File: config.mk
export PLATFORM = sky130hd
export DESIGN_NAME = unidade_controle_param
export DESIGN_NICKNAME = d
export VERILOG_FILES = /design/src/rtl/unidade_controle_param.sv
export SDC_FILE = /design/constraint.sdc
export NUM_CORES = 1
export LEC_CHECK = 0
export BUFFER_PORTS_ARGS = -buffer_cell sky130_fd_sc_hd__buf_2
export CAP_MARGIN = 20
export CORE_ASPECT_RATIO = 0.75
export CORE_MARGIN = 10
export CORE_UTILIZATION = 50
export CTS_BUF_LIST = sky130_fd_sc_hd__clkbuf_16
export DETAILED_ROUTE_END_ITERATION = 10
export PLACE_DENSITY = 0.81
export REMOVE_ABC_BUFFERS = 1
export SYNTH_ARGS = -nofsm -noshare
export SYNTH_HDL_FRONTEND = slang
export SYNTH_SLANG_ARGS = --single-unit
File: constraint.sdc
create_clock -name clock -period 5.99 [get_ports clock]
set_input_delay 1.198 -clock clock [delete_from_list [all_inputs] [get_ports clock]]
set_output_delay 1.198 -clock clock [all_outputs]
set_load 0.005 [all_outputs]
File: src/rtl/unidade_controle_param.sv
// unidade_controle_param: sequencing FSM for the pair/sequence memory game.
// Owns the inactivity timer, the LED on/off phase timer, the blink counter
// and the round/hit counters; the datapath only reports acertou/repetida.
// Optional feature macro: ERROS_EN (count wrong plays, defeat at MAX_ERROS).
//
// state            | code | meaning
// ST_INICIAL       | 0    | idle after reset, waiting for jogar
// ST_PREPARACAO    | 1    | new game, counters cleared, waiting for confirma
// ST_INICIA_SEQ    | 2    | load level pattern, clear hit registers
// ST_ESPERA        | 3    | waiting for a play
// ST_REGISTRA      | 4    | load play register
// ST_COMPARACAO    | 5    | datapath compare result is valid
// ST_NOVO_ACERTO   | 6    | store a new distinct hit
// ST_ERRO          | 7    | wrong play
// ST_PISCA_ON      | 8    | LED on-phase
// ST_FIM_RODADA    | 9    | round closed, decide next round or win
// ST_FINAL_ACERTO  | A    | game won (terminal)
// ST_PROXIMA       | B    | advance round index
// ST_PISCA_OFF     | C    | LED off-phase
// ST_DERROTA       | D    | too many wrong plays (terminal)
// ST_TIMEOUT       | E    | inactivity timeout (terminal)
module unidade_controle_param #(
  parameter int NUM_RODADAS    = 16,
  parameter int ACERTOS_RODADA = 2,
  parameter int PISCADAS       = 3,
  parameter int T_ON           = 500,
  parameter int T_OFF          = 500,
  parameter int T_TIMEOUT      = 5000,
  parameter int MAX_ERROS      = 3
) (
  input  logic                                  clock,
  input  logic                                  reset,
  input  logic                                  jogar,
  input  logic                                  confirma,
  input  logic                                  tem_jogada,
  input  logic                                  acertou,
  input  logic                                  repetida,
  output logic                                  registraR,
  output logic                                  registraA,
  output logic                                  zeraA,
  output logic                                  registraL,
  output logic                                  leds,
  output logic [$clog2(NUM_RODADAS)-1:0]        rodada,
  output logic [$clog2(ACERTOS_RODADA+1)-1:0]   acertos,
  output logic [2:0]                            displayAddr,
  output logic                                  pronto,
  output logic                                  ganhou,
  output logic                                  timeout_out,
  output logic [3:0]                            db_estado
);

  localparam int RW    = $clog2(NUM_RODADAS);
  localparam int AW    = $clog2(ACERTOS_RODADA + 1);
  localparam int TW    = $clog2(T_TIMEOUT);
  localparam int T_MAX = (T_ON > T_OFF) ? T_ON : T_OFF;
  localparam int PW    = $clog2(T_MAX + 1);
  localparam int BW    = $clog2(PISCADAS + 1);

  localparam logic [3:0] ST_INICIAL      = 4'h0;
  localparam logic [3:0] ST_PREPARACAO   = 4'h1;
  localparam logic [3:0] ST_INICIA_SEQ   = 4'h2;
  localparam logic [3:0] ST_ESPERA       = 4'h3;
  localparam logic [3:0] ST_REGISTRA     = 4'h4;
  localparam logic [3:0] ST_COMPARACAO   = 4'h5;
  localparam logic [3:0] ST_NOVO_ACERTO  = 4'h6;
  localparam logic [3:0] ST_ERRO         = 4'h7;
  localparam logic [3:0] ST_PISCA_ON     = 4'h8;
  localparam logic [3:0] ST_FIM_RODADA   = 4'h9;
  localparam logic [3:0] ST_FINAL_ACERTO = 4'hA;
  localparam logic [3:0] ST_PROXIMA      = 4'hB;
  localparam logic [3:0] ST_PISCA_OFF    = 4'hC;
  localparam logic [3:0] ST_DERROTA      = 4'hD;
  localparam logic [3:0] ST_TIMEOUT      = 4'hE;

  localparam logic [TW-1:0] TMO_LOAD       = TW'(T_TIMEOUT - 1);
  localparam logic [PW-1:0] ON_LOAD        = PW'(T_ON - 1);
  localparam logic [PW-1:0] OFF_LOAD       = PW'(T_OFF - 1);
  localparam logic [RW-1:0] ULTIMA_RODADA  = RW'(NUM_RODADAS - 1);
  localparam logic [AW-1:0] ULTIMO_ACERTO  = AW'(ACERTOS_RODADA - 1);
  localparam logic [BW-1:0] ULTIMA_PISCADA = BW'(PISCADAS - 1);

  if (NUM_RODADAS < 2 || ACERTOS_RODADA < 1 || PISCADAS < 1 || T_ON < 1 ||
      T_OFF < 1 || T_TIMEOUT < 2 || MAX_ERROS < 1) begin : g_param_invalido
    $error("unidade_controle_param: parameter out of range");
  end

  logic [3:0]    state_q, state_d;
  logic [TW-1:0] tmo_q, tmo_d;
  logic [PW-1:0] fase_q, fase_d;
  logic [BW-1:0] pisc_q, pisc_d;
  logic [RW-1:0] rodada_q, rodada_d;
  logic [AW-1:0] acertos_q, acertos_d;
  logic          contando;
  logic          expirou;

`ifdef ERROS_EN
  localparam int EW = $clog2(MAX_ERROS + 1);
  localparam logic [EW-1:0] ULTIMO_ERRO = EW'(MAX_ERROS - 1);
  logic [EW-1:0] erros_q, erros_d;
`endif

  // Inactivity timer runs only while the player is expected to act
  always_comb begin
    contando = (state_q == ST_PREPARACAO) || (state_q == ST_INICIA_SEQ) ||
               (state_q == ST_ESPERA)     || (state_q == ST_REGISTRA)   ||
               (state_q == ST_COMPARACAO) || (state_q == ST_ERRO);
    expirou  = contando && (tmo_q == '0);
  end

  // Next-state, timers and counters; timer expiry overrides every other transition
  always_comb begin
    state_d   = state_q;
    tmo_d     = tmo_q;
    fase_d    = fase_q;
    pisc_d    = pisc_q;
    rodada_d  = rodada_q;
    acertos_d = acertos_q;
`ifdef ERROS_EN
    erros_d   = erros_q;
`endif

    if (contando) tmo_d = tmo_q - TW'(1);
    if (tem_jogada) tmo_d = TMO_LOAD;

    case (state_q)
      // Idle and terminal states keep the timer armed so preparacao starts fresh;
      // counters are cleared on the way in so preparacao already shows zeros.
      ST_INICIAL, ST_FINAL_ACERTO, ST_TIMEOUT, ST_DERROTA: begin
        tmo_d = TMO_LOAD;
        if (jogar) begin
          state_d   = ST_PREPARACAO;
          rodada_d  = '0;
          acertos_d = '0;
`ifdef ERROS_EN
          erros_d   = '0;
`endif
        end
      end
      ST_PREPARACAO: begin
        rodada_d  = '0;
        acertos_d = '0;
`ifdef ERROS_EN
        erros_d   = '0;
`endif
        if (confirma) state_d = ST_INICIA_SEQ;
      end
      ST_INICIA_SEQ: begin
        acertos_d = '0;
        state_d   = ST_ESPERA;
      end
      ST_ESPERA: begin
        if (tem_jogada) state_d = ST_REGISTRA;
      end
      ST_REGISTRA: begin
        state_d = ST_COMPARACAO;
      end
      ST_COMPARACAO: begin
        if (!acertou)      state_d = ST_ERRO;
        else if (repetida) state_d = ST_ESPERA;
        else               state_d = ST_NOVO_ACERTO;
      end
      ST_NOVO_ACERTO: begin
        acertos_d = acertos_q + AW'(1);
        if (acertos_q == ULTIMO_ACERTO) begin
          state_d = ST_PISCA_ON;
          fase_d  = ON_LOAD;
          pisc_d  = '0;
        end else begin
          state_d = ST_ESPERA;
        end
      end
      ST_ERRO: begin
`ifdef ERROS_EN
        erros_d = erros_q + EW'(1);
        if (erros_q == ULTIMO_ERRO) state_d = ST_DERROTA;
        else                        state_d = ST_ESPERA;
`else
        state_d = ST_ESPERA;
`endif
      end
      ST_PISCA_ON: begin
        if (fase_q == '0) begin
          if (pisc_q == ULTIMA_PISCADA) begin
            state_d = ST_FIM_RODADA;
          end else begin
            pisc_d  = pisc_q + BW'(1);
            fase_d  = OFF_LOAD;
            state_d = ST_PISCA_OFF;
          end
        end else begin
          fase_d = fase_q - PW'(1);
        end
      end
      ST_PISCA_OFF: begin
        if (fase_q == '0) begin
          fase_d  = ON_LOAD;
          state_d = ST_PISCA_ON;
        end else begin
          fase_d = fase_q - PW'(1);
        end
      end
      ST_FIM_RODADA: begin
        if (rodada_q == ULTIMA_RODADA) state_d = ST_FINAL_ACERTO;
        else                           state_d = ST_PROXIMA;
      end
      ST_PROXIMA: begin
        rodada_d  = rodada_q + RW'(1);
        acertos_d = '0;
        state_d   = ST_INICIA_SEQ;
      end
      default: begin
        state_d = ST_INICIAL;
      end
    endcase

    if (expirou) state_d = ST_TIMEOUT;
  end

  // State and counter registers with synchronous reset
  always_ff @(posedge clock) begin
    if (reset) begin
      state_q   <= ST_INICIAL;
      tmo_q     <= '0;
      fase_q    <= '0;
      pisc_q    <= '0;
      rodada_q  <= '0;
      acertos_q <= '0;
`ifdef ERROS_EN
      erros_q   <= '0;
`endif
    end else begin
      state_q   <= state_d;
      tmo_q     <= tmo_d;
      fase_q    <= fase_d;
      pisc_q    <= pisc_d;
      rodada_q  <= rodada_d;
      acertos_q <= acertos_d;
`ifdef ERROS_EN
      erros_q   <= erros_d;
`endif
    end
  end

  // Moore output decode
  always_comb begin
    registraR   = (state_q == ST_REGISTRA);
    registraA   = (state_q == ST_NOVO_ACERTO);
    zeraA       = (state_q == ST_PREPARACAO) || (state_q == ST_INICIA_SEQ);
    registraL   = (state_q == ST_INICIA_SEQ);
    leds        = (state_q == ST_PISCA_ON);
    ganhou      = (state_q == ST_FINAL_ACERTO);
    timeout_out = (state_q == ST_TIMEOUT);
    pronto      = (state_q == ST_FINAL_ACERTO) || (state_q == ST_TIMEOUT) ||
                  (state_q == ST_DERROTA);
    case (state_q)
      ST_PREPARACAO:   displayAddr = 3'b000;
      ST_ESPERA:       displayAddr = 3'b001;
      ST_FINAL_ACERTO: displayAddr = 3'b010;
      ST_TIMEOUT:      displayAddr = 3'b011;
      ST_DERROTA:      displayAddr = 3'b100;
      default:         displayAddr = 3'b111;
    endcase
    rodada    = rodada_q;
    acertos   = acertos_q;
    db_estado = state_q;
  end

endmodule

== Word-level counts from Yosys, hierarchy flattened ==
Index checks and enable logic that the tools add are counted.

* Add/subtract/negate cells: 5
* Equality and inequality tests: 30
* Muxes and demuxes: 29
* Reductions and logical operators: 27

{| class="wikitable"
|+ Operators by type and width
! kind !! count
|-
| $pmux 4 s11 || 1
|-
| $mux 13 || 3
|-
| $mux 9 || 4
|-
| $eq 4x4->1 const B || 8
|-
| $mux 4 || 8
|-
| $pmux 9 s3 || 1
|-
| $eq 4x3->1 const B || 4
|-
| $ne 3x3->1 const B || 5
|-
| $pmux 3 s5 || 1
|-
| $logic_not 13->1 || 1
|-
| $sub 13x1->13 const B || 1
|-
| $pmux 4 s3 || 1
|-
| $reduce_bool 3->1 || 4
|-
| $ne 2x2->1 const B || 5
|-
| $reduce_and 5->1 || 2
|-
| $logic_not 9->1 || 1
|-
| $mux 3 || 3
|-
| $sub 9x1->9 const B || 1
|-
| $eq 4x2->1 const B || 2
|-
| $mux 2 || 4
|-
| $logic_or 1x1->1 || 7
|-
| $pmux 2 s3 || 1
|-
| $reduce_or 6->1 || 1
|-
| $add 2x1->2 const B || 2
|-
| other kinds (17) || 20
|}

* Register bits after elaboration: 34
* Bits of input ports: 7
* Output and inout port bits: 21
* Logic and storage cells: 99

== Depth between registers and ports, before layout ==
Gate-level depths: netlist (run 1).

* Word-level depth: 9
* Depth in mapped cells: 8

== Worst setup path before layout (run 1) ==
No wires, ideal clock.

* Kind: register -> output
* Start: register state_q[0], in the netlist db_estado[0]
* End: output port displayAddr[0]
* Arrival time: 1342 ps
* Data required time: 4792 ps
* Slack: 3450 ps
* Cell stages (with the launch flop): 6
* Buffers on the path: 3
* Path through: dfxtp_1 > buf_6 > clkbuf_1 > clkbuf_1 > o21ai_0 > a21oi_1

* Longest elaborated chain between the ends: 2
* Elaborated cells on any way between the ends: 6

{| class="wikitable"
|+ Ends and longest elaborated chain
! element !! RTL line !! source
|-
| start, declared || 87 || <nowiki>logic [3:0] state_q, state_d;</nowiki>
|-
| start signal, assigned || 232 || <nowiki>state_q <= state_d;</nowiki>
|-
| $eq 4x4->1 (tied with other cells) || 255 || <nowiki>case (state_q)</nowiki>
|-
| $pmux 3 s5 * || 255 ||
|-
| end, declared || 45 || <nowiki>output logic [2:0] displayAddr,</nowiki>
|}

Every way passes the cells marked *; elsewhere a longest branch is shown, timed or not.

== Final worst setup path (run 1) ==
* Start: register state_q[0], in the netlist db_estado[0]
* End: output port leds

* Longest elaborated chain between the ends: 1

{| class="wikitable"
|+ Ends and longest elaborated chain
! element !! RTL line !! source
|-
| $eq 4x4->1 || 250 || <nowiki>leds = (state_q == ST_PISCA_ON);</nowiki>
|-
| end, declared || 42 || <nowiki>output logic leds,</nowiki>
|}

No other way between the ends.

==> impl_metrics.ini, run 1 <==
[grt]
grt_pass1_vias = 1819
grt_usage = 0.146
antenna_found_initial = 0
grt_start_max_net_pins = 30
grt_overflow_total = 0
grt_pass1_wl_mm = 8.78

[critical_path]
endpoint_kind = output pin
slowest_delay_ns = 0.95
path_cells = inv_2 -> nand3_1 -> inv_1 -> buf_2
path_buf_inv = 3
required_ns = 4.79
crit_fanout = 27
crit_slowest_cell = dfxtp_1
startpoint_type = flop
cp.arrival_ns = 2.05
critPathTopFamily = flip-flops
critical_path_class = flop to output pin

[synth]
synthFlopType = dfxtp_1
synth_warnings = 0
synth_compound_area_frac = 0.232
synthXorXnorAreaFrac = 0.0660
yosysSeqAreaShare = 0.321
synth.distinct_cells = 57
syn-mean-instance-area_um2 = 8.04
yosys.area_share.simple = 0.287
synth-edff-count = 0
synth_mux_area_frac = 0.00943
async_flop_share = 0
syn_inst = 264
synthAdderAreaFrac = 0.0354
syn-cell-area_um2 = 2120
synth_top_family_by_area = simple AND/OR/NAND/NOR gates
yosys_register_bits = 34

[timing]
setup_violations = 0
fin_crit_sh = 0.542
fmax_mhz = 308
maxSlewHeadroom = 0.357
fin_worst_skew_ns = 0.00564
hold_violations = 0
rsz0062_at_grt = no
fin_crit_ns = 3.25
setup_tns_ns = 0
slew_viol_final = 0
tightestPinTransition_ns = 0.964

[route]
dr.pass1.iters = 4
vias_per_cell = 5.79
vias = 1979
ant_nets = 0
routedWlPerCell_um = 14.9
drc = 0
drt_wl_total_mm = 5.09
drt_iter0_drc = 91

[placement]
numPortBuffers = 27
dp_hpwl_mm = 3.64
place_congestion = 0.845

[layout]
drive_above_1_share = 0.174
postLayoutCoreUtil = 0.590
fill_cells = 380
mostFrequentLayoutCell = nor2_1
insertedDiodeCount = 0
synthToLayoutAreaGrowth_pct = 13.4
layout_common_cells = nor2_1 (36), dfxtp_1 (34), buf_2 (27)
nets = 299

[clocking]
cts_buffer_depth = 2
clk_latency_ns = 0.28
cts_tree = built
post_cts_buffers = 0
numCtsBuffers = 5
htree_num_levels = 2
clk_pin_slew_worst_paths_ns = 0.05
cts_resized = 0
cts_root_buf = clkbuf_16
cts_hold_buf = 0
cts.sinks = 34

[die]
die_y_um = 76.4
start_util = 0.520
io_pins = 28
core_um2 = 4080
num_rows = 20
die_w_um = 95.2
die_area_um2 = 7280

[power]
vdd_drop_max_mv = 0.252
p_leak_nw = 0.903
finalPower_w = 0.00120
p_per_area_nw_per_um2 = 498

[min_path]
hp-class = flop to flop

[status]
outcome = finished clean

[flow_run]
max_cap_violations = 0
## worst paths after layout
| check | slack, ns | endpoint | depth (start not counted) | from |
|---|---|---|---|---|
| setup / recovery | 2.74 | leds | 4 | db_estado[0] |
| hold / removal | 0.51 | fase_q[4] | 2 | fase_q[4] |
| setup reg to reg | 3.55 | fase_q[6] | 6 | db_estado[0] |
| hold reg to reg | 0.51 | fase_q[4] | 2 | fase_q[4] |
## cells in the mapped netlist, types with 3 or more instances
master	instances	area, um2
a31oi_1	3	18.8
xor2_1	10	87.6
or3_1	3	18.8
nor3_1	10	50.1
buf_2	5	25.0
nand3b_1	5	37.5
o21ai_0	11	55.1
xnor2_1	6	52.6
nor2_1	36	135
a21oi_1	25	125
nor4_1	5	31.3
nand2b_1	3	18.8
dfxtp_1	34	681
nand4_1	5	31.3
nand4b_1	4	35.0
ha_1	6	75.1
nor2b_1	3	18.8
nand2_1	21	78.8
nand3_1	7	35.0
inv_1	10	37.5
o21a_1	3	22.5
clkbuf_1	5	18.8
## report_power, final
group          switching, W  internal [W]
Combinational      0.000331      0.000244
Sequential         0.000106      0.000275
Clock             0.0000925      0.000150
## tightest hold or removal path, stage by stage (launching register included)
cell and delay (ns):
dfxtp_1 0.33, o31ai_1 0.07, a21oi_1 0.06
## flip-flops by register name, indices dropped and copies added, names as in the netlist
signal / count
tmo_q: 13
fase_q: 9
db_estado: 4
rodada: 4
acertos: 2
pisc_q: 2
## per-stage QoR
stage                     cell area [um2]  std cells  hold WS, ns  setup WS, ns
final                                2410        342        0.510          2.74
after global routing                 2410        342        0.535          2.60
after CTS                            2410        342        0.506          2.74
after detailed placement             2270        334        0.488          3.04
after global placement               2270        334        0.482          3.10
after floorplan                      2060        251        0.460          3.43
## final cells by class
cell class,count,area (um2),area share
multi-input combinational,206,1340,0.555
sequential,34,681,0.283
timing repair buffer,28,143,0.0593
clock buffer,5,125,0.0520
tap,55,68.8,0.0286
inverter,11,41.3,0.0172
clock inverter,3,12.5,0.00520
## layer usage
layer	vias up	track usage	wire length (um)
met5	-	0	0
met4	0	0.0567	74
met3	7	0.0364	242
met2	41	0.206	2260
met1	928	0.203	2520
li1	1003	-	-
## logic make-up (layout without fill, tap and decap cells)
family                   count (synthesis)  in the layout
multiplexers                             2              2
flip-flops                              34             34
AND/OR/NAND/NOR                        113            113
buffers and inverters                   24             47
AO/OA/AOI/OAI                           69             69
adder cells (fa/ha/maj)                  6              6
XOR/XNOR                                16             16
(Power assumes the default switching activity.)
==> run 2, diff against run 1 <==
Clock period 5.99 ns to 3.2 ns, I/O delays scaled along.
==> run 2 against run 1 <==
- via count increased by 0.81%
- final cell count increased by 0.29%
- clock-buffer cell count unchanged
- core utilization increased by 0.18 points
- setup slack got worse by 2.2 ns
- combinational power increased by 95%
- cell area increased by 0.31%
==> impl_metrics.ini, run 2 (synthesis gave the netlist of run 1 again) <==
[timing]
fin_ws_ns = 0.500
setup_tns_ns = 0
fmax_mhz = 370
maxSlewHeadroom = 0.361
slew_viol_final = 0
setup_violations = 0
fin_crit_sh = 0.844
tightestPinTransition_ns = 0.957
rsz0062_at_grt = no
hold_violations = 0
fin_worst_skew_ns = 0.00410
fin_crit_ns = 2.70

[clocking]
cts_buffer_depth = 2
cts_tree = built
post_cts_buffers = 0
cts_resized = 0
numCtsBuffers = 5
cts_root_buf = clkbuf_16
cts.sinks = 34
clk_pin_slew_worst_paths_ns = 0.05
clk_latency_ns = 0.28
htree_num_levels = 2
cts_hold_buf = 0

[critical_path]
critPathTopFamily = flip-flops
startpoint_type = flop
r2r_cells = 5
reg2reg_to = db_estado[1]
required_ns = 2.56
crit_fanout = 27
cp.arrival_ns = 2.06
path_buf_inv = 3
slowest_delay_ns = 0.95
crit_slowest_cell = dfxtp_1
reg2reg_slack_ns = 0.69
r2r_start = db_estado[0]
path_cells = inv_2 -> nand3_1 -> inv_1 -> buf_2
critical_path_class = flop to output pin
endpoint_kind = output pin

[grt]
grt_usage = 0.143
grt_pass1_vias = 1837
grt_overflow_total = 0
antenna_found_initial = 0
grt_start_max_net_pins = 30
grt_pass1_wl_mm = 8.61

[power]
pwr-share-clk = 0.200
switchingPower_w = 0.00100
vdd_drop_max_mv = 0.505
p_per_area_nw_per_um2 = 937
finalPower_w = 0.00226
p_leak_nw = 0.908
combPwrFrac = 0.495
switching_share = 0.442
seq_power_share = 0.305
internal_power_w = 0.00126

[placement]
post_dp_cell_area_um2 = 2280
place_congestion = 0.875
dp_slack_ns = 0.759
numPortBuffers = 27
dp_hpwl_mm = 3.70

[min_path]
hold_depth = 2
hold_path_startpoint = fase_q[4]
worstHoldEndpoint = fase_q[4]
hp-class = flop to flop

[die]
die_w_um = 95.2
io_pins = 28
core_um2 = 4080
die_y_um = 76.4
num_rows = 20
die_area_um2 = 7280
start_util = 0.520

[layout]
top_regs = tmo_q x13, fase_q x9
nets = 300
synthToLayoutAreaGrowth_pct = 13.8
fin_area_um2 = 2410
mostFrequentLayoutCell = nor2_1
layout_common_cells = nor2_1 (36), dfxtp_1 (34), buf_2 (27)
insertedDiodeCount = 0
drive_above_1_share = 0.177
largest_register_ffs = 13
max_flop_register = tmo_q

[status]
outcome = finished clean

[route]
vias = 1995
highest_layer = met4
drc = 0
drt_iter0_drc = 129
dr_wl_met2_mm = 2.29
vias_per_cell = 5.82
dr.pass1.iters = 4
ant_nets = 0
routedWlPerCell_um = 15.1
routed-wl-met3_um = 322
drt_wl_total_mm = 5.17
met1_length_mm = 2.48

[flow_run]
max_cap_violations = 0
[run 2: cell types whose count changed in the layout (fill, tap and decap cells not counted), sizes merged]
cell / delta
buf: +1
[run 2: tightest hold or removal path: stages (launching register included)]
cell	delay, ns
dfxtp_1	0.32
o31ai_1	0.07
a21oi_1	0.06
[run 2: final cells by class]
| type | count | area (um2) |
|---|---|---|
| clock buffer | 5 | 125 |
| fill | 363 | 1660 |
| sequential | 34 | 681 |
| inverter | 11 | 41.3 |
| clock inverter | 3 | 12.5 |
| tap | 55 | 68.8 |
| timing repair buffer | 29 | 150 |
| multi-input combinational | 206 | 1340 |
[run 2: worst max-delay path by stage]
stage | from | end | slack, ns | depth (start not counted)
final | db_estado[0] | leds | 0.50 | 4
after global routing | db_estado[0] | displayAddr[0] | 0.31 | 4
after CTS | db_estado[0] | leds | 0.53 | 4
after detailed placement | db_estado[0] | db_estado[1] | 0.76 | 5
after global placement | db_estado[0] | leds | 0.90 | 4
after floorplan | db_estado[0] | fase_q[6] | 1.15 | 6
[run 2: power groups by stage]
stage / clock network [W] / logic (W) / registers [W]
CTS: 0.000461 / 0.00111 / 0.000683
floorplan: 0 / 0.000792 / 0.000694
global placement: 0 / 0.00107 / 0.000686
detailed placement: 0 / 0.00111 / 0.000691
finish: 0.000453 / 0.00112 / 0.000689
global route: 0.000477 / 0.00125 / 0.000707
[run 2: metal layers]
metal,track usage,up-vias
met4,0.0537,0
met1,0.200,940
met5,0,-
met3,0.0354,8
li1,-,1004
met2,0.204,43
[run 2: stage by stage]
step           cells  hold slack (ns)  utilization
2_1_floorplan    251            0.460            -
3_3_place_gp     335            0.483        0.558
3_5_place_dp     335            0.488        0.558
4_1_cts          343            0.495        0.592
5_1_grt          343            0.548        0.592
6_report         343            0.495        0.592
==> run 3, diff against run 2 <==
Clock period 3.2 ns to 2.6 ns, I/O delays scaled along.
==> run 3 against run 2 <==
- non-clock buffer count is 4 higher
- critical path type unchanged
- largest cell class unchanged
- sequential power up 23%
- core utilization up 1.4 points
- via count is 0.95% lower
==> impl_metrics.ini, run 3 (synthesis gave the netlist of run 1 again) <==
[die]
io_pins = 28
die_y_um = 76.4
core_um2 = 4080
num_rows = 20
die_w_um = 95.2
start_util = 0.520
die_area_um2 = 7280

[layout]
insertedDiodeCount = 0
synthToLayoutAreaGrowth_pct = 16.5
fill_cells = 347
nets = 304
layout_common_cells = nor2_1 (36), dfxtp_1 (34), buf_2 (27)
max_flop_register = tmo_q
largest_register_ffs = 13
fin_area_um2 = 2470
drive_above_1_share = 0.195
top_regs = tmo_q x13, fase_q x9
mostFrequentLayoutCell = nor2_1

[grt]
grt_start_max_net_pins = 30
met1_usage = 0.190
top_usage_layer = met2
grt_pass1_vias = 1918
grt_usage = 0.142
grt_overflow_total = 0
grt_pass1_wl_mm = 8.56
grt_use_met2 = 0.205
grt_util_met3 = 0.0354
antenna_found_initial = 0

[clocking]
cts_resized = 0
cts_buffer_depth = 2
clk_pin_slew_worst_paths_ns = 0.05
cts.sinks = 34
cts_tree = built
htree_num_levels = 2
post_cts_buffers = 0
clk_latency_ns = 0.28
cts_hold_buf = 0
numCtsBuffers = 5
cts_root_buf = clkbuf_16

[timing]
maxSlewHeadroom = 0.542
setup_violations = 0
fin_ws_ns = 0.303
rsz0062_at_grt = no
slew_viol_final = 0
fin_crit_sh = 0.883
fin_worst_skew_ns = 0.00385
hold_violations = 0
tightestPinTransition_ns = 0.686
fmax_mhz = 435
fin_crit_ns = 2.30
setup_tns_ns = 0

[critical_path]
crit_fanout = 17
required_ns = 2.08
r2r_start = fase_q[0]
critical_path_class = flop to output pin
endpoint = displayAddr[0]
cp.arrival_ns = 1.78
r2r_cells = 7
setup.worst_path.start = db_estado[2]
endpoint_kind = output pin
reg2reg_to = db_estado[0]
startpoint_type = flop
reg2reg_slack_ns = 0.46

[route]
vias_per_cell = 5.69
vias = 1976
dr.pass1.iters = 4
drc = 0
ant_nets = 0
routedWlPerCell_um = 14.4
drt_wl_total_mm = 4.98
drt_iter0_drc = 84

[power]
seq_power_share = 0.291
p_leak_nw = 0.940
switching_share = 0.423
vdd_drop_max_mv = 0.588
pwr-share-clk = 0.229
switchingPower_w = 0.00123
p_per_area_nw_per_um2 = 1180
combPwrFrac = 0.480
internal_power_w = 0.00168
finalPower_w = 0.00291

[placement]
dp_slack_ns = 0.478
post_dp_cell_area_um2 = 2310
place_congestion = 0.898
numPortBuffers = 27
dp_hpwl_mm = 3.61

[min_path]
hp-class = flop to flop

[flow_run]
max_cap_violations = 0

[status]
outcome = finished clean
[run 3: worst max-delay path, cell delays in order, from the launching register on]
cell and delay (ns):
dfxtp_1 0.66, inv_1 0.26, nor2_1 0.21, nand2_1 0.07, o21ai_0 0.09, a21oi_1 0.08
buf_2 0.13
[run 3: power by group through the flow]
| stage | clock network (W) | registers (W) | logic, W |
|---|---|---|---|
| final | 0.000667 | 0.000847 | 0.00140 |
| after global placement | 0 | 0.000845 | 0.00136 |
| after floorplan | 0 | 0.000854 | 0.000975 |
| after detailed placement | 0 | 0.000851 | 0.00138 |
| after global routing | 0.000695 | 0.000874 | 0.00155 |
| after CTS | 0.000676 | 0.000841 | 0.00139 |
[run 3: worst min path at each step]
stage | from | to | depth (start not counted)
2_1_floorplan | fase_q[4] | fase_q[4] | 2
3_3_place_gp | fase_q[4] | fase_q[4] | 2
3_5_place_dp | fase_q[4] | fase_q[4] | 2
4_1_cts | fase_q[4] | fase_q[4] | 2
5_1_grt | fase_q[4] | fase_q[4] | 2
6_report | fase_q[4] | fase_q[4] | 2
[run 3: routing by layer]
metal | share of wire | vias up
li1 | - | 1012
met1 | 0.49 | 897
met2 | 0.43 | 60
met3 | 0.063 | 7
met4 | 0.014 | 0
met5 | 0 | -
[run 3: through the flow]
step,util,std cells,hold WS (ns)
after floorplan,-,251,0.460
after global placement,0.566,339,0.495
after detailed placement,0.566,339,0.494
after CTS,0.606,347,0.500
after global routing,0.606,347,0.543
final,0.606,347,0.499
[run 3: area by class of cell]
class                   count  area [um2]  share of cell area
clock inverters             3        40.0              0.0162
repair buffers             33         180              0.0729
clock buffers               5         125              0.0506
well taps                  55        68.8              0.0278
inverters                  11        41.3              0.0167
multi-input cells         206        1340               0.540
flip-flops and latches     34         681               0.275
